File: src/rtl/ram_pattern_filler.sv
// Purpose : fills DEPTH words of RAM port B with a selectable pattern, optionally reads back and verifies.
// Latency : done at cycle DEPTH+1 (fill only) or 2*DEPTH+RD_LAT+1 (fill + verify) after start is accepted.
// Backpr. : none; RAM port B accepts one access per cycle, start is ignored while busy_o=1.
//
// Ports:
//   clk_i, rst_i              clock and synchronous active-high reset
//   start_i                   one-cycle request, accepted only in IDLE
//   mode_i, seed_i            pattern select and seed, latched at start
//   verify_en_i               enable readback pass, latched at start
//   busy_o, done_o, pass_o    status; pass_o held until next accepted start
//   err_count_o               saturating mismatch count
//   first_err_addr_o          address of first mismatch, 0 if none
//   data_b_o/addr_b_o/we_b_o  RAM port-B write data / address / write enable
//   q_b_i                     RAM port-B read data, RD_LAT cycles after addr_b_o
module ram_pattern_filler #(
  parameter int DATA_W = 32,
  parameter int ADDR_W = 12,
  parameter int DEPTH  = 4096,
  parameter int RD_LAT = 1
) (
  input  logic              clk_i,
  input  logic              rst_i,
  input  logic              start_i,
  input  logic [1:0]        mode_i,
  input  logic [7:0]        seed_i,
  input  logic              verify_en_i,
  output logic              busy_o,
  output logic              done_o,
  output logic              pass_o,
  output logic [15:0]       err_count_o,
  output logic [ADDR_W-1:0] first_err_addr_o,
  output logic [DATA_W-1:0] data_b_o,
  output logic [ADDR_W-1:0] addr_b_o,
  output logic              we_b_o,
  input  logic [DATA_W-1:0] q_b_i
);

  typedef enum logic [2:0] {ST_IDLE, ST_FILL, ST_VERIFY, ST_DRAIN, ST_FIN} state_e;

  localparam logic [ADDR_W-1:0] LAST_ADDR  = ADDR_W'(DEPTH - 1);
  localparam logic [1:0]        DRAIN_LAST = 2'(RD_LAT - 1);

  function automatic logic [DATA_W-1:0] pat(input logic [1:0] m, input logic [7:0] s,
                                            input logic [ADDR_W-1:0] a);
    logic [DATA_W-1:0] rep;
    logic [DATA_W-1:0] w;
    logic [7:0]        c;
    rep = {(DATA_W/8){s}};
    c   = s + 8'(a);  // 8-bit wrap intended
    w   = '0;
    case (m)
      2'd0: w = rep;
      2'd1: w[31:0] = {c, 6'b111010, c + 8'd1, 10'b1110100000};
      2'd2: w[ADDR_W-1:0] = a;
      default: begin
        w[ADDR_W-1:0] = ~a;
        w = w ^ rep;
      end
    endcase
    return w;
  endfunction

  state_e              state_q, state_d;
  logic [ADDR_W-1:0]   cnt_q, cnt_d;
  logic [1:0]          drain_q, drain_d;
  logic [1:0]          mode_q, mode_d;
  logic [7:0]          seed_q, seed_d;
  logic                verify_q, verify_d;
  logic                busy_q, busy_d, done_q, done_d, pass_q, pass_d, we_q, we_d;
  logic [15:0]         err_q, err_d;
  logic [ADDR_W-1:0]   first_q, first_d, addr_q, addr_d;
  logic [DATA_W-1:0]   data_q, data_d;
  // Read-address delay line: stage RD_LAT-1 lines up with q_b_i for that address.
  logic                dl_vld_q  [RD_LAT];
  logic [ADDR_W-1:0]   dl_addr_q [RD_LAT];

  logic start_acc;
  assign start_acc = (state_q == ST_IDLE) && start_i;

  // State register (plus all other flops).
  always_ff @(posedge clk_i) begin
    if (rst_i) begin
      state_q <= ST_IDLE;
      cnt_q <= '0;  drain_q <= '0;
      mode_q <= '0; seed_q <= '0; verify_q <= 1'b0;
      busy_q <= 1'b0; done_q <= 1'b0; pass_q <= 1'b0; we_q <= 1'b0;
      err_q <= '0; first_q <= '0; addr_q <= '0; data_q <= '0;
      for (int i = 0; i < RD_LAT; i++) begin
        dl_vld_q[i]  <= 1'b0;
        dl_addr_q[i] <= '0;
      end
    end else begin
      state_q <= state_d;
      cnt_q <= cnt_d;  drain_q <= drain_d;
      mode_q <= mode_d; seed_q <= seed_d; verify_q <= verify_d;
      busy_q <= busy_d; done_q <= done_d; pass_q <= pass_d; we_q <= we_d;
      err_q <= err_d; first_q <= first_d; addr_q <= addr_d; data_q <= data_d;
      dl_vld_q[0]  <= (state_q == ST_VERIFY);
      dl_addr_q[0] <= cnt_q;
      for (int i = 1; i < RD_LAT; i++) begin
        dl_vld_q[i]  <= dl_vld_q[i-1];
        dl_addr_q[i] <= dl_addr_q[i-1];
      end
    end
  end

  // Next-state logic.
  always_comb begin
    state_d = state_q;
    cnt_d   = cnt_q;
    drain_d = drain_q;
    case (state_q)
      ST_IDLE: begin
        cnt_d = '0;
        if (start_i) state_d = ST_FILL;
      end
      ST_FILL: begin
        if (cnt_q == LAST_ADDR) begin
          cnt_d   = '0;
          state_d = verify_q ? ST_VERIFY : ST_FIN;
        end else begin
          cnt_d = cnt_q + ADDR_W'(1);
        end
      end
      ST_VERIFY: begin
        if (cnt_q == LAST_ADDR) begin
          cnt_d   = '0;
          drain_d = '0;
          state_d = ST_DRAIN;
        end else begin
          cnt_d = cnt_q + ADDR_W'(1);
        end
      end
      ST_DRAIN: begin
        if (drain_q == DRAIN_LAST) state_d = ST_FIN;
        else                       drain_d = drain_q + 2'd1;
      end
      ST_FIN:  state_d = ST_IDLE;
      default: state_d = ST_IDLE;
    endcase
  end

  // Outputs are registered, so they are computed from the next state.
  always_comb begin
    busy_d = (state_d != ST_IDLE);
    done_d = (state_d == ST_FIN);
    we_d   = (state_d == ST_FILL);
    addr_d = ((state_d == ST_FILL) || (state_d == ST_VERIFY)) ? cnt_d : '0;
    data_d = '0;
    // In IDLE the latches are loading this same edge, so take mode/seed from the inputs.
    if (state_d == ST_FILL)
      data_d = (state_q == ST_IDLE) ? pat(mode_i, seed_i, cnt_d) : pat(mode_q, seed_q, cnt_d);
  end

  // Latches and readback compare.
  logic cmp_err;
  assign cmp_err = dl_vld_q[RD_LAT-1] &&
                   (q_b_i != pat(mode_q, seed_q, dl_addr_q[RD_LAT-1]));

  always_comb begin
    mode_d   = mode_q;
    seed_d   = seed_q;
    verify_d = verify_q;
    err_d    = err_q;
    first_d  = first_q;
    pass_d   = pass_q;
    if (start_acc) begin
      mode_d   = mode_i;
      seed_d   = seed_i;
      verify_d = verify_en_i;
      err_d    = '0;
      first_d  = '0;
      pass_d   = 1'b0;
    end else begin
      if (cmp_err) begin
        if (err_q != 16'hFFFF) err_d = err_q + 16'd1;
        if (err_q == 16'd0)    first_d = dl_addr_q[RD_LAT-1];
      end
      // The final compare lands on the same edge that enters FIN.
      if (state_d == ST_FIN) pass_d = (err_d == 16'd0);
    end
  end

  assign busy_o           = busy_q;
  assign done_o           = done_q;
  assign pass_o           = pass_q;
  assign err_count_o      = err_q;
  assign first_err_addr_o = first_q;
  assign data_b_o         = data_q;
  assign addr_b_o         = addr_q;
  assign we_b_o           = we_q;

endmodule

File: config.mk
export PLATFORM = sky130hd
export DESIGN_NAME = ram_pattern_filler
export DESIGN_NICKNAME = d
export VERILOG_FILES = /design/src/rtl/ram_pattern_filler.sv
export SDC_FILE = /design/constraint.sdc
export NUM_CORES = 1
export LEC_CHECK = 0
export ABC_CLOCK_PERIOD_IN_PS = 9900
export BUFFER_PORTS_ARGS = -buffer_cell sky130_fd_sc_hd__buf_2
export CORE_MARGIN = 5
export CORE_UTILIZATION = 55
export DETAILED_ROUTE_END_ITERATION = 12
export PLACE_DENSITY = 0.77
export SLEW_MARGIN = 20
export SYNTH_ARGS = -nofsm -noshare
export SYNTH_HDL_FRONTEND = slang
export SYNTH_SLANG_ARGS = --single-unit
File: constraint.sdc
create_clock -name clk_i -period 9.9 [get_ports clk_i]
set_input_delay 1.98 -clock clk_i [delete_from_list [all_inputs] [get_ports clk_i]]
set_output_delay 1.98 -clock clk_i [all_outputs]
set_load 0.05 [all_outputs]
Yosys cells after proc, flatten, opt, wreduce, memory -nomap -nowiden --
Memory sizes are Yosys's and may differ from the RTL's. Index checks and enable logic that the tools add are counted.
Word-level totals: memories kept 2, register bits 104, output and inout bits 76, memory bits (writable) 13, logic and storage cells 94
Memory list:
- dl_addr_q | depth 1, width 12, rd ports 1, clocked after memory_dff 0, wr ports 1, RTL line 75 | logic [ADDR_W-1:0] dl_addr_q [RD_LAT];
- dl_vld_q | depth 1, width 1, rd ports 1, clocked after memory_dff 0, wr ports 1, RTL line 74 | logic dl_vld_q [RD_LAT];
Cells by class: add/subtract/negate cells 9, mux-type cells 28, equality and inequality tests 15, bitwise gates (word level) 7, reduce and logical (&&, ||, !) cells 19
Operators by type and width (count):
- $pmux 20 s3 | 3
- $pmux 12 s3 | 3
- $xor 12x32->32 | 3
- $mux 16 | 3
- $logic_not 16->1 | 2
- $mux 32 | 1
- $ne 32x32->1 | 1
- $add 8x1->8 const B | 3
- $add 8x8->8 | 3
- $mux 12 | 2
- $not 12->12 | 2
- $pmux 12 s2 | 1
- $add 16x1->16 const B | 1
- $ne 16x16->1 const B | 1
- $mux 3 | 5
- $add 12x1->12 const B | 1
- $eq 12x12->1 const B | 1
- $pmux 3 s4 | 1
- $reduce_or 12->1 | 1
- $eq 3x2->1 const B | 3
- $reduce_or 2->1 | 4
- $eq 3x1->1 const B | 2
- $logic_not 2->1 | 3
- $mux 1 | 6
- 17 further kinds | 22

Longest topological paths before layout --
Gate-level depths: netlist (run 1).
depth in word-level cells 8, gate-level depth with buffers 23, depth with buffers taken out 22

Worst setup path before layout (run 1) --
OpenSTA, ideal clock, no wires.
path kind input port to flip-flop, from input port q_b_i[21], to register pass_q (netlist: pass_o), arrival 4613 ps, stages 13, data required time 9813 ps, path slack 5200 ps, cell sequence or3_1 a211oi_1 a21oi_1 a41o_1 nor4_1 o2111ai_1 nor3_1 a31oi_2 buf_6 nand3_1 mux2_2 a211o_1 o31ai_1
On the way: cells in the longest elaborated chain, start to end 5
Ends and longest elaborated chain:
- start, declared | RTL line 35 | input logic [DATA_W-1:0] q_b_i
- $ne 32x32->1 | RTL line 158 | (q_b_i != pat(mode_q, seed_q, dl_addr_q[RD_LAT-1]));
- $logic_and 1x1->1 | RTL line 157 | assign cmp_err = dl_vld_q[RD_LAT-1] &&
- $mux 16 | RTL line 175 | if (cmp_err) begin
- $mux 16 | RTL line 167 | if (start_acc) begin
- $logic_not 16->1 | RTL line 180 | if (state_d == ST_FIN) pass_d = (err_d == 16'd0);
- end signal, assigned | RTL line 96 | busy_q <= busy_d; done_q <= done_d; pass_q <= pass_d; we_q <= we_d;
- end, declared | RTL line 69 | logic busy_q, busy_d, done_q, done_d, pass_q, pass_d, we_q, we_d;
No other way between the ends. The select of a mux whose other input is x is not followed. A chain may end at the register's enable or synchronous reset.

Worst setup path after layout (run 1) --
from input port q_b_i[19], to register first_q[3] (netlist: first_err_addr_o[3]) (read register of dl_addr_q)
On the way: cells in the longest elaborated chain, start to end 3
Ends and longest elaborated chain:
- $ne 32x32->1 | RTL line 158
- $logic_and 1x1->1 | RTL line 157
- $reduce_and 2->1 (no line)
- end, declared | RTL line 71 | logic [ADDR_W-1:0] first_q, first_d, addr_q, addr_d;
No other way between the ends.

==> out/qor.yml, run 1 <==
routing:
  dr.first_iter.drc_count: 976
  overall_routed_net_length_um: 24100
  final_antenna_net_count: 0
  drc_errors: 0
  vias: 8086
  wl_per_cell_um: 18.5
  firstDrtPassIters: 6
  via_per_inst: 6.22
timing:
  totalNegativeSetupSlack_ns: 0
  max_slew_violations: 0
  final.period_utilization_pct: 50.3
  timing.final.crit_period_ns: 4.98
  tightestPinTransition_ns: 1.21
  finalWorstSetupSlack_ns: 4.92
  maxSlewHeadroom_pct: 18.9
  rsz_0062_raised_after_global_routing: "no"
  timing_hold_violations_final: 0
  final.setup_skew_ns: 0.00747
  setup_viol: 0
  final.hold.worst_slack_ns: 0.478
  fmax_ghz: 0.201
clock_tree:
  cts_repair_resize_count: 0
  clock_sink_count: 117
  worstSkewPairLatency_ns: 0.43
  clock_tree_from_tritoncts: "done"
  cts_max_level: 4
  cts_setup_buffers: 0
  clk_root_buffer_cell: "sky130_fd_sc_hd__clkbuf_16"
  clock_tree_buf_depth: 2
  cts_buffer_count: 17
  cts.clk_slew.worst_paths_ns: 0.06
  cts_hold_bufs: 0
grt:
  total_congestion_overflow_after_global_routing: 0
  global_route_wire_length_before_repair_um: 37500
  maximum_number_of_pins_on_one_net_before_global_route_repair: 46
  grt.total_usage_pct: 27.8
  number_of_global_route_vias_before_repair: 7238
  antenna_found_initial: 0
finish:
  antenna-diode-count: 0
  register_area_sq_um: 2340
  syn_to_final_growth_pct: 14.9
  fin_nets: 1190
  fraction_of_layout_cells_with_a_size_suffix_above_1_pct: 16.4
  multi_input_area_sq_um: 5260
  final.fill_count: 1273
setup_path:
  critical_path.max_fanout: 12
  worst-endpoint-required_ns: 10.18
  timing_worst_setup_path_type: "in2reg"
  cp_data_arrival_time_ns: 5.26
  critical_path.startpoint: "q_b_i[19]"
  startpoint_type: "input port"
  endpoint_kind: "flip-flop"
  worstReg2RegStart: "mode_q[0]"
worst_hold_path:
  min-delay-path-class: "reg2reg"
  min_from: "verify_q"
pwr:
  ir_drop_mv: 0.129
  power-per-cell-area_nw_per_um2: 146
  post-layout-total-power_mw: 1.35
  total_leakage_power_nw: 3.92
floorplanning:
  row_count: 44
  fp.dieW_um: 131
  core_area_sq_um: 14500
  die_area_sq_um: 17200
  ioPinCount: 122
  initial_core_utilization_pct: 55.7
  die_h_um: 131
synthesis:
  yosys.cell_types.count: 79
  synth_edf_count: 0
  synth_most_common_cell: "sky130_fd_sc_hd__dfxtp_1"
  synth_nets: 1111
  gate_count_of_the_mapped_netlist: 1024
  synth-seq-cells: 117
  synth-async-reset-ratio_pct: 0
  synth_common_cells: "sky130_fd_sc_hd__dfxtp_1, sky130_fd_sc_hd__nor2_1, sky130_fd_sc_hd__a21oi_1"
  synth-warning-count: 0
  synth.avg_cell_area_sq_um: 7.87
  ys.flop_type: "sky130_fd_sc_hd__dfxtp_1"
  synth-seq-area-share_pct: 29.1
  syn-cell-area_sq_um: 8060
  yosys.area.top_type: "sky130_fd_sc_hd__dfxtp_1"
  synth_top_area_share_pct: 29.1
  post_synth_main_area_contributors: "sky130_fd_sc_hd__dfxtp_1, sky130_fd_sc_hd__ha_1, sky130_fd_sc_hd__a21oi_1"
outcome:
  outcome: "completed"
place:
  detailed_place_hpwl_um: 17200
  place_ws_ns: 4.49
  finalWeightedCongestion: 0.944
  port_buffers: 121
job:
  maxCapViolCount: 0
placed cells by master (no fill, tap or decap), types with 5 or more instances in the layout:
| cell | count |
|---|---|
| sky130_fd_sc_hd__buf_2 | 121 |
| sky130_fd_sc_hd__dfxtp_1 | 117 |
| sky130_fd_sc_hd__nor2_1 | 95 |
| sky130_fd_sc_hd__a21oi_1 | 94 |
| sky130_fd_sc_hd__nand2_1 | 82 |
| sky130_fd_sc_hd__xnor2_1 | 49 |
| sky130_fd_sc_hd__inv_1 | 45 |
| sky130_fd_sc_hd__ha_1 | 38 |
| sky130_fd_sc_hd__o21ai_0 | 37 |
| sky130_fd_sc_hd__nor2b_1 | 36 |
| sky130_fd_sc_hd__nand3_1 | 32 |
| sky130_fd_sc_hd__nor3_1 | 26 |
| sky130_fd_sc_hd__xor2_1 | 24 |
| sky130_fd_sc_hd__and3_1 | 22 |
| sky130_fd_sc_hd__nand2b_1 | 22 |
| sky130_fd_sc_hd__mux2i_1 | 20 |
| sky130_fd_sc_hd__a221oi_1 | 17 |
| sky130_fd_sc_hd__clkbuf_16 | 17 |
| sky130_fd_sc_hd__a22oi_1 | 16 |
| sky130_fd_sc_hd__a211oi_1 | 13 |
| sky130_fd_sc_hd__nor4_1 | 9 |
| sky130_fd_sc_hd__o22ai_1 | 9 |
| sky130_fd_sc_hd__o31ai_1 | 8 |
| sky130_fd_sc_hd__a21o_1 | 8 |
| sky130_fd_sc_hd__nand4_1 | 8 |
| sky130_fd_sc_hd__and2_1 | 8 |
| sky130_fd_sc_hd__or3_1 | 7 |
| sky130_fd_sc_hd__nor3b_1 | 7 |
| sky130_fd_sc_hd__a311oi_1 | 7 |
| sky130_fd_sc_hd__o21bai_1 | 7 |
| sky130_fd_sc_hd__inv_6 | 6 |
| sky130_fd_sc_hd__buf_4 | 6 |
| sky130_fd_sc_hd__a31oi_1 | 5 |
| sky130_fd_sc_hd__and4_1 | 5 |
kinds of logic (layout without fill, tap and decap cells):
group | after synthesis | count (layout) | synth area share, %
buffers and inverters | 112 | 204 | 5.70
AOI/OAI and AO/OA | 270 | 270 | 22.2
and+or+nand+nor | 379 | 379 | 23.9
adders and majority gates | 44 | 44 | 7.02
DFF | 117 | 117 | 29.1
muxes | 25 | 25 | 3.23
xor gates and xnor gates | 77 | 77 | 8.82
report_power, final:
part | switching (mW) | total, mW | internal (mW) | leakage (nW)
clock network | 0.245 | 0.629 | 0.384 | 0.293
registers | 0.0124 | 0.496 | 0.483 | 0.949
logic | 0.152 | 0.230 | 0.0777 | 2.68
worst paths after layout:
kind / cells after the start / slack, ns / end
setup / recovery: 13 / 4.92 / first_err_addr_o[3]
setup reg to reg: 14 / 4.93 / first_err_addr_o[3]
hold / removal: 2 / 0.48 / verify_q
hold reg to reg: 2 / 0.48 / verify_q
worst max-delay path: stages:
cell and delay [ns]:
sky130_fd_sc_hd__buf_2 0.12, sky130_fd_sc_hd__nor2b_1 0.12, sky130_fd_sc_hd__a2111oi_0 0.54, sky130_fd_sc_hd__a21oi_1 0.16, sky130_fd_sc_hd__a41o_1 0.25, sky130_fd_sc_hd__nor4_1 0.32, sky130_fd_sc_hd__o2111ai_1 0.17, sky130_fd_sc_hd__nor3_1 0.29
sky130_fd_sc_hd__a31oi_2 0.28, sky130_fd_sc_hd__nand2b_1 0.17, sky130_fd_sc_hd__or4_1 0.53, sky130_fd_sc_hd__mux2i_1 0.26, sky130_fd_sc_hd__nor2_1 0.07
registers in the layout, summed over array words and instances, names as in the netlist:
signal / flops
addr_b_o: 12
seed_q: 8
dl_vld_q: 1
we_b_o: 1
done_o: 1
data_b_o: 32
drain_q: 2
first_err_addr_o: 12
err_count_o: 16
dl_addr_q: 12
mode_q: 2
state_q: 3
verify_q: 1
busy_o: 1
cnt_q: 12
pass_o: 1
routing by layer:
layer	track usage (%)	part of all wire [%]
met2	41.5	44
met1	39.9	43
met5	0	0
met3	5.31	10
met4	10.5	3.1
area by class of cell:
class                      count  area share, %
clock buffer                  18           4.74
clock inverter                14           1.77
inverter                      45           1.82
multi-input combinational    795           56.8
sequential                   117           25.3
tap                          184           2.49
timing repair buffer         127           7.03
through the flow:
step | cell area [sq um] | utilization, % | cells
3_3_place_gp | 8650 | 59.8 | 1268
3_5_place_dp | 8650 | 59.8 | 1268
6_report | 9260 | 63.9 | 1300
4_1_cts | 9260 | 63.9 | 1300
5_1_grt | 9260 | 63.9 | 1300
2_1_floorplan | 8060 | - | 1024
Power figures use the tool's default switching activity.
==> run 2: changes to the inputs <==
ABC_CLOCK_PERIOD_IN_PS = 5100   (was 9900)
clock period = 5.1 ns   (was 9.9 ns; I/O delays follow)
==> run 2 against run 1 <==
Final area is 1.0% higher. Largest power group unchanged. Sequential share of layout area shrank 0.25 points. Flip-flop and latch count did not move. Critical path depth increased by 6. Clock power increased by 96%. Clock skew rose by 0.00081 ns. Total power up 96%. Cell count is 0.77% higher.
==> out/qor.yml, run 2 (synthesis results as in run 1) <==
timing:
  final.period_utilization_pct: 90.7
  max_slew_violations: 0  # unchanged
  maxSlewHeadroom_pct: 30.8  # +12 points
  timing_hold_violations_final: 0  # unchanged
  fmax_ghz: 0.216
  tightestPinTransition_ns: 1.03  # -0.174 ns
  timing.final.crit_period_ns: 4.63
  final.setup_skew_ns: 0.00827  # +0.000809 ns
  setup_viol: 0  # unchanged
  rsz_0062_raised_after_global_routing: "no"
  totalNegativeSetupSlack_ns: 0  # unchanged
finish:
  antenna-diode-count: 0  # unchanged
  fin_nets: 1200  # +0.84%
  layout_commonest_cell: "sky130_fd_sc_hd__buf_2"
  fraction_of_layout_cells_with_a_size_suffix_above_1_pct: 17.3  # +0.92 points
  post-route-util_pct: 64.6  # +0.64 points
  commonest_cells_after_routing_fill_and_taps_aside: "sky130_fd_sc_hd__buf_2, sky130_fd_sc_hd__dfxtp_1, sky130_fd_sc_hd__a21oi_1, sky130_fd_sc_hd__nor2_1, sky130_fd_sc_hd__nand2_1"
  largest_reg_flops: 32  # unchanged
  final_area_sq_um: 9350  # +1.0%
  syn_to_final_growth_pct: 16.0
floorplanning:
  fp.dieW_um: 131  # unchanged
  die_h_um: 131  # unchanged
  initial_core_utilization_pct: 55.7  # unchanged
  die_area_sq_um: 17200  # unchanged
  ioPinCount: 122  # unchanged
  row_count: 44  # unchanged
  core_area_sq_um: 14500  # unchanged
routing:
  firstDrtPassIters: 7  # +1
  wl_per_cell_um: 18.8  # +1.8%
  drc_errors: 0  # unchanged
  vias: 8055  # -0.38%
  dr.first_iter.drc_count: 1009  # +3.4%
  via_per_inst: 6.15  # -1.1%
  overall_routed_net_length_um: 24700  # +2.6%
  final_antenna_net_count: 0  # unchanged
clock_tree:
  clock_tree_from_tritoncts: "done"
  cts.clk_slew.worst_paths_ns: 0.06  # about the same
  clock_sink_count: 117  # unchanged
  cts_hold_bufs: 0  # unchanged
  clk_root_buffer_cell: "sky130_fd_sc_hd__clkbuf_16"
  worstSkewPairLatency_ns: 0.43  # about the same
  clock_tree_buf_depth: 2  # unchanged
  cts_max_level: 4  # unchanged
  cts_setup_buffers: 0  # unchanged
  cts_buffer_count: 17  # unchanged
setup_path:
  cp_data_arrival_time_ns: 4.93  # -0.33 ns
  rr_endpoint: "data_b_o[17]"
  cpMostUsedCell: "sky130_fd_sc_hd__nand3_1"
  worstPathCellList: "ha_1 > nand3_1 > nor4_1 > nand3_1 > nor2_2 > or3_4 > o21ai_0 > nand2_1 > o21ai_0 > ha_1 > inv_1 > o21bai_1 > xor2_1 > and2_1 > nor2b_1 > nand3_1 > xor2_1 > a22oi_1 > a21oi_1"
  critical_path.max_fanout: 13  # +1
  endpoint_kind: "flip-flop"
  timing_worst_setup_path_type: "reg2reg"
  critical_path.max_stage_delay_ns: 0.47  # -0.07 ns
  worst-endpoint-required_ns: 5.40  # -4.78 ns
  path_delay_family: "simple AND/OR/NAND/NOR gates"
  worstReg2RegStart: "cnt_q[0]"
  rrSetupSlack_ns: 0.47  # -4.46 ns
  cp_slowest_cell: "sky130_fd_sc_hd__ha_1"
  worst-r2r-cell-count: 19  # +5
  startpoint_type: "flip-flop"
  cp.buffers_inverters: 1  # unchanged
pwr:
  post-layout-total-power_mw: 2.65  # +96%
  power-per-cell-area_nw_per_um2: 283  # +94%
  power.combinational.fraction_pct: 17.5  # +0.5 points
  ir_drop_mv: 0.254  # +97%
  share_seq_of_total_power_pct: 36.0  # -0.6 points
  net-switching-power_mw: 0.785  # +92%
  power.share.clock_pct: 46.5  # about the same
  internal_power_mw: 1.87  # +97%
  total_leakage_power_nw: 3.97  # +1.2%
  p_sw_share_pct: 29.6  # -0.59 points
grt:
  maximum_number_of_pins_on_one_net_before_global_route_repair: 46  # unchanged
  grt.total_usage_pct: 28.3  # +0.48 points
  antenna_found_initial: 0  # unchanged
  number_of_global_route_vias_before_repair: 7068  # -2.3%
  global_route_wire_length_before_repair_um: 37900  # +1.2%
  total_congestion_overflow_after_global_routing: 0  # unchanged
place:
  port_buffers: 121  # unchanged
  detailed_place_hpwl_um: 17600  # +2.3%
  dpl-instance-area_sq_um: 8730  # +0.87%
  finalWeightedCongestion: 0.974  # +3.2%
worst_hold_path:
  min_from: "pass_o"
  worstHoldPathCells: 2  # unchanged
  end_of_the_worst_hold_path: "pass_o"
  min-delay-path-class: "reg2reg"
outcome:
  outcome: "completed"
job:
  maxCapViolCount: 0  # unchanged
[run 2: cell count changes in the layout (fill, tap and decap cells not counted), moves of 2 or more]
cell                       before  now
sky130_fd_sc_hd__inv_6          6    2
sky130_fd_sc_hd__inv_8          2    0
sky130_fd_sc_hd__buf_4          6   16
sky130_fd_sc_hd__clkinv_4       1    5
[run 2: how the worst max path moves through the flow]
stage               cells after the start      from            to
floorplan                              21  cnt_q[0]  data_b_o[17]
global placement                       19  cnt_q[0]  data_b_o[17]
detailed placement                     19  cnt_q[0]  data_b_o[17]
CTS                                    19  cnt_q[0]  data_b_o[17]
global route                           20  cnt_q[0]  data_b_o[17]
finish                                 19  cnt_q[0]  data_b_o[17]
[run 2: worst min-delay path: stages (launching register included)]
cell	delay (ns)
sky130_fd_sc_hd__dfxtp_1	0.31
sky130_fd_sc_hd__nand3_1	0.06
sky130_fd_sc_hd__o31ai_1	0.06
[run 2: power by group through the flow]
| stage | logic [mW] | clock network (mW) | registers (mW) |
|---|---|---|---|
| 2_1_floorplan | 0.267 | 0 | 1.03 |
| 3_3_place_gp | 0.449 | 0 | 0.972 |
| 3_5_place_dp | 0.449 | 0 | 0.972 |
| 4_1_cts | 0.454 | 1.24 | 0.953 |
| 5_1_grt | 0.497 | 1.29 | 0.956 |
| 6_report | 0.464 | 1.23 | 0.954 |
[run 2: area by class of cell]
cell class / instances / area, sq um
clock inverter: 14 / 179
inverter: 45 / 169
timing repair buffer: 137 / 726
fill: 1253 / 5130
tap: 184 / 230
clock buffer: 18 / 429
multi-input combinational: 795 / 5280
sequential: 117 / 2340
[run 2: repair_timing]
item                                   CTS  global route
endpoints found under the hold margin    0             0
resized for setup                        0             2
setup endpoints to repair                0             4
[run 2: per-stage QoR]
step,worst slack (ns),std cells,hold WS (ns)
2_1_floorplan,0.943,1024,0.445
3_3_place_gp,0.516,1278,0.465
3_5_place_dp,0.347,1278,0.465
4_1_cts,0.308,1310,0.477
5_1_grt,0.0390,1310,0.512
6_report,0.472,1310,0.479
[run 2: per-layer routing]
metal | vias up | global-route usage (%) | share of wire (%)
met5 | - | 0 | 0
met4 | 0 | 10.6 | 2.6
met3 | 61 | 5.92 | 10
met2 | 426 | 41.4 | 43
met1 | 3715 | 40.9 | 44
li1 | 3853 | - | -
==> run 3: changes to the inputs <==
RECOVER_POWER = 50   (was default)
==> run 3 against run 2 <==
The run now ends with max-capacitance violations, max-slew violations left. Worst hold slack better by 0.0031 ns. Flip-flop and latch count unchanged. First-iteration DRC count up 3.6%. Final area down 0.95%. Worst setup slack worse by 0.017 ns. Global-route usage unchanged. Combinational power down 1%. Clock skew about the same. Utilization down 0.61 points. Cell count unchanged. Sequential power about the same. Maximum frequency down 0.37%. Critical endpoint unchanged.
==> out/qor.yml, run 3 (synthesis results as in run 1) <==
outcome:
  outcome: "complete, but fails checks"
  violations_in_the_final_reports: "max-capacitance violations, max-slew violations"
setup_path:
  startpoint_type: "flip-flop"
  critical_path.max_fanout: 13  # unchanged
  worst-r2r-cell-count: 19  # unchanged
  endpoint_kind: "flip-flop"
  cp_data_arrival_time_ns: 4.95  # +0.02 ns
  rrSetupSlack_ns: 0.46  # -0.02 ns
  worst-endpoint-required_ns: 5.40  # about the same
  cp_slowest_cell: "sky130_fd_sc_hd__ha_1"
  worstPathCellList: "ha_1 > nand3_1 > nor4_1 > nand3_1 > nor2_2 > or3_4 > o21ai_0 > nand2_1 > o21ai_0 > ha_1 > inv_1 > o21bai_1 > xor2_1 > and2_1 > nor2b_1 > nand3_1 > xor2_1 > a22oi_1 > a21oi_1"
  cpMostUsedCell: "sky130_fd_sc_hd__nand3_1"
  worstReg2RegStart: "cnt_q[0]"
  critical_path.max_stage_delay_ns: 0.48  # about the same
  timing_worst_setup_path_type: "reg2reg"
  rr_endpoint: "data_b_o[17]"
  critical_path.startpoint: "cnt_q[0]"
grt:
  antenna_found_initial: 0  # unchanged
  number_of_global_route_vias_before_repair: 7068  # unchanged
  global_route_wire_length_before_repair_um: 37900  # unchanged
  maximum_number_of_pins_on_one_net_before_global_route_repair: 46  # unchanged
  total_congestion_overflow_after_global_routing: 0  # unchanged
  grt.total_usage_pct: 28.3  # unchanged
floorplanning:
  die_area_sq_um: 17200  # unchanged
  fp.dieW_um: 131  # unchanged
  row_count: 44  # unchanged
  die_h_um: 131  # unchanged
  initial_core_utilization_pct: 55.7  # unchanged
  core_area_sq_um: 14500  # unchanged
  ioPinCount: 122  # unchanged
finish:
  syn_to_final_growth_pct: 14.9
  fraction_of_layout_cells_with_a_size_suffix_above_1_pct: 11.0  # -6.3 points
  fin_nets: 1200  # unchanged
  post_layout_nonfiller_instances: 1310  # unchanged
  antenna-diode-count: 0  # unchanged
  layout_commonest_cell: "sky130_fd_sc_hd__dfxtp_1"
  final.fill_count: 1291  # +3.0%
  largest_reg_flops: 32  # unchanged
  multi_input_area_sq_um: 5280  # unchanged
  register_area_sq_um: 2340  # unchanged
  commonest_cells_after_routing_fill_and_taps_aside: "sky130_fd_sc_hd__dfxtp_1, sky130_fd_sc_hd__a21oi_1, sky130_fd_sc_hd__nor2_1"
place:
  placed_cells_incl_taps: 1278  # unchanged
  place_ws_ns: 0.347  # unchanged
  finalWeightedCongestion: 0.974  # unchanged
  port_buffers: 121  # unchanged
  detailed_place_hpwl_um: 17600  # unchanged
clock_tree:
  cts.clk_slew.worst_paths_ns: 0.06  # about the same
  cts_max_level: 4  # unchanged
  clock_tree_buf_depth: 2  # unchanged
  clock_sink_count: 117  # unchanged
  cts_buffer_count: 17  # unchanged
  clock_tree_from_tritoncts: "done"
  cts_repair_resize_count: 0  # unchanged
  clk_root_buffer_cell: "sky130_fd_sc_hd__clkbuf_16"
  worstSkewPairLatency_ns: 0.43  # about the same
  cts_setup_buffers: 0  # unchanged
  cts_hold_bufs: 0  # unchanged
pwr:
  power.share.clock_pct: 46.6  # about the same
  power.combinational.fraction_pct: 17.3  # -0.2 points
  p_sw_share_pct: 29.7  # +0.054 points
  net-switching-power_mw: 0.785  # about the same
  internal_power_mw: 1.86  # -0.25%
  ir_drop_mv: 0.252  # -0.72%
  share_seq_of_total_power_pct: 36.1  # about the same
  power-per-cell-area_nw_per_um2: 286  # +0.79%
  total_leakage_power_nw: 3.67  # -7.5%
timing:
  setup_viol: 0  # unchanged
  timing_hold_violations_final: 0  # unchanged
  timing.final.crit_period_ns: 4.64  # +0.0172 ns
  finalWorstSetupSlack_ns: 0.455  # -0.0172 ns
  maxSlewHeadroom_pct: -22.4  # -53 points
  final.hold.worst_slack_ns: 0.482  # +0.00307 ns
  max_slew_violations: 46  # +46
  fmax_ghz: 0.215  # -0.37%
  tightestPinTransition_ns: 1.84  # +0.804 ns
  final.period_utilization_pct: 91.1  # +0.34 points
  rsz_0062_raised_after_global_routing: "no"
  totalNegativeSetupSlack_ns: 0  # unchanged
  final.setup_skew_ns: 0.00837  # +0.0000973 ns
routing:
  final_antenna_net_count: 0  # unchanged
  dr.first_iter.drc_count: 1045  # +3.6%
  overall_routed_net_length_um: 24600  # -0.47%
  firstDrtPassIters: 5  # -2
  drc_errors: 0  # unchanged
  vias: 8045  # -0.12%
  via_per_inst: 6.14  # -0.12%
  wl_per_cell_um: 18.8  # -0.47%
job:
  maxCapViolCount: 1  # +1
worst_hold_path:
  worstHoldPathCells: 2  # unchanged
  min-delay-path-class: "reg2reg"
  end_of_the_worst_hold_path: "pass_o"
  min_from: "pass_o"
[run 3: changes by cell type in the layout (fill, tap and decap cells not counted), sizes merged]
cell / delta
clkbuf: +71
buf: -71
[run 3: routing by layer]
metal	share of wire, %	wire length [um]	vias up	global-route usage, %
met1	45	11000	3707	40.9
met2	43	10600	423	41.4
li1	-	-	3853	-
met5	0	0	-	0
met4	2.7	672	0	10.6
met3	9.7	2380	62	5.92
[run 3: final cells by class]
| cell class | instances | area share, % |
|---|---|---|
| clock buffer | 18 | 4.63 |
| clock inverter | 14 | 1.93 |
| inverter | 45 | 1.82 |
| multi-input combinational | 795 | 57.0 |
| sequential | 117 | 25.3 |
| tap | 184 | 2.49 |
| timing repair buffer | 137 | 6.88 |
[run 3: metrics by stage]
stage / area, sq um / power (mW) / util [%]
after floorplan: 8060 / 1.29 / -
after global placement: 8730 / 1.42 / 60.3
after detailed placement: 8730 / 1.42 / 60.3
after CTS: 9340 / 2.65 / 64.5
after global routing: 9260 / 2.74 / 64.0
final: 9260 / 2.65 / 64.0
[run 3: worst max-delay path by stage]
stage / endpoint / slack, ns / cells after the start
after global routing: data_b_o[17] / 0.04 / 20
after CTS: data_b_o[17] / 0.31 / 19
final: data_b_o[17] / 0.46 / 19
after global placement: data_b_o[17] / 0.52 / 19
after detailed placement: data_b_o[17] / 0.35 / 19
after floorplan: data_b_o[17] / 0.94 / 21
[run 3: critical path, delay by kind of cell, from the launching register on]
kind	cells	cell delay (ns)
flops	1	0.38
simple gates	9	1.95
buf+inv	1	0.07
xor+xnor	2	0.50
fa+ha+maj	2	0.72
compound gates	5	0.91
[run 3: power by group through the flow]
stage	Sequential [mW]	Clock, mW	Combinational [mW]
after CTS	0.953	1.24	0.454
after floorplan	1.03	0	0.267
after detailed placement	0.972	0	0.449
after global routing	0.956	1.29	0.492
after global placement	0.972	0	0.449
final	0.954	1.23	0.459
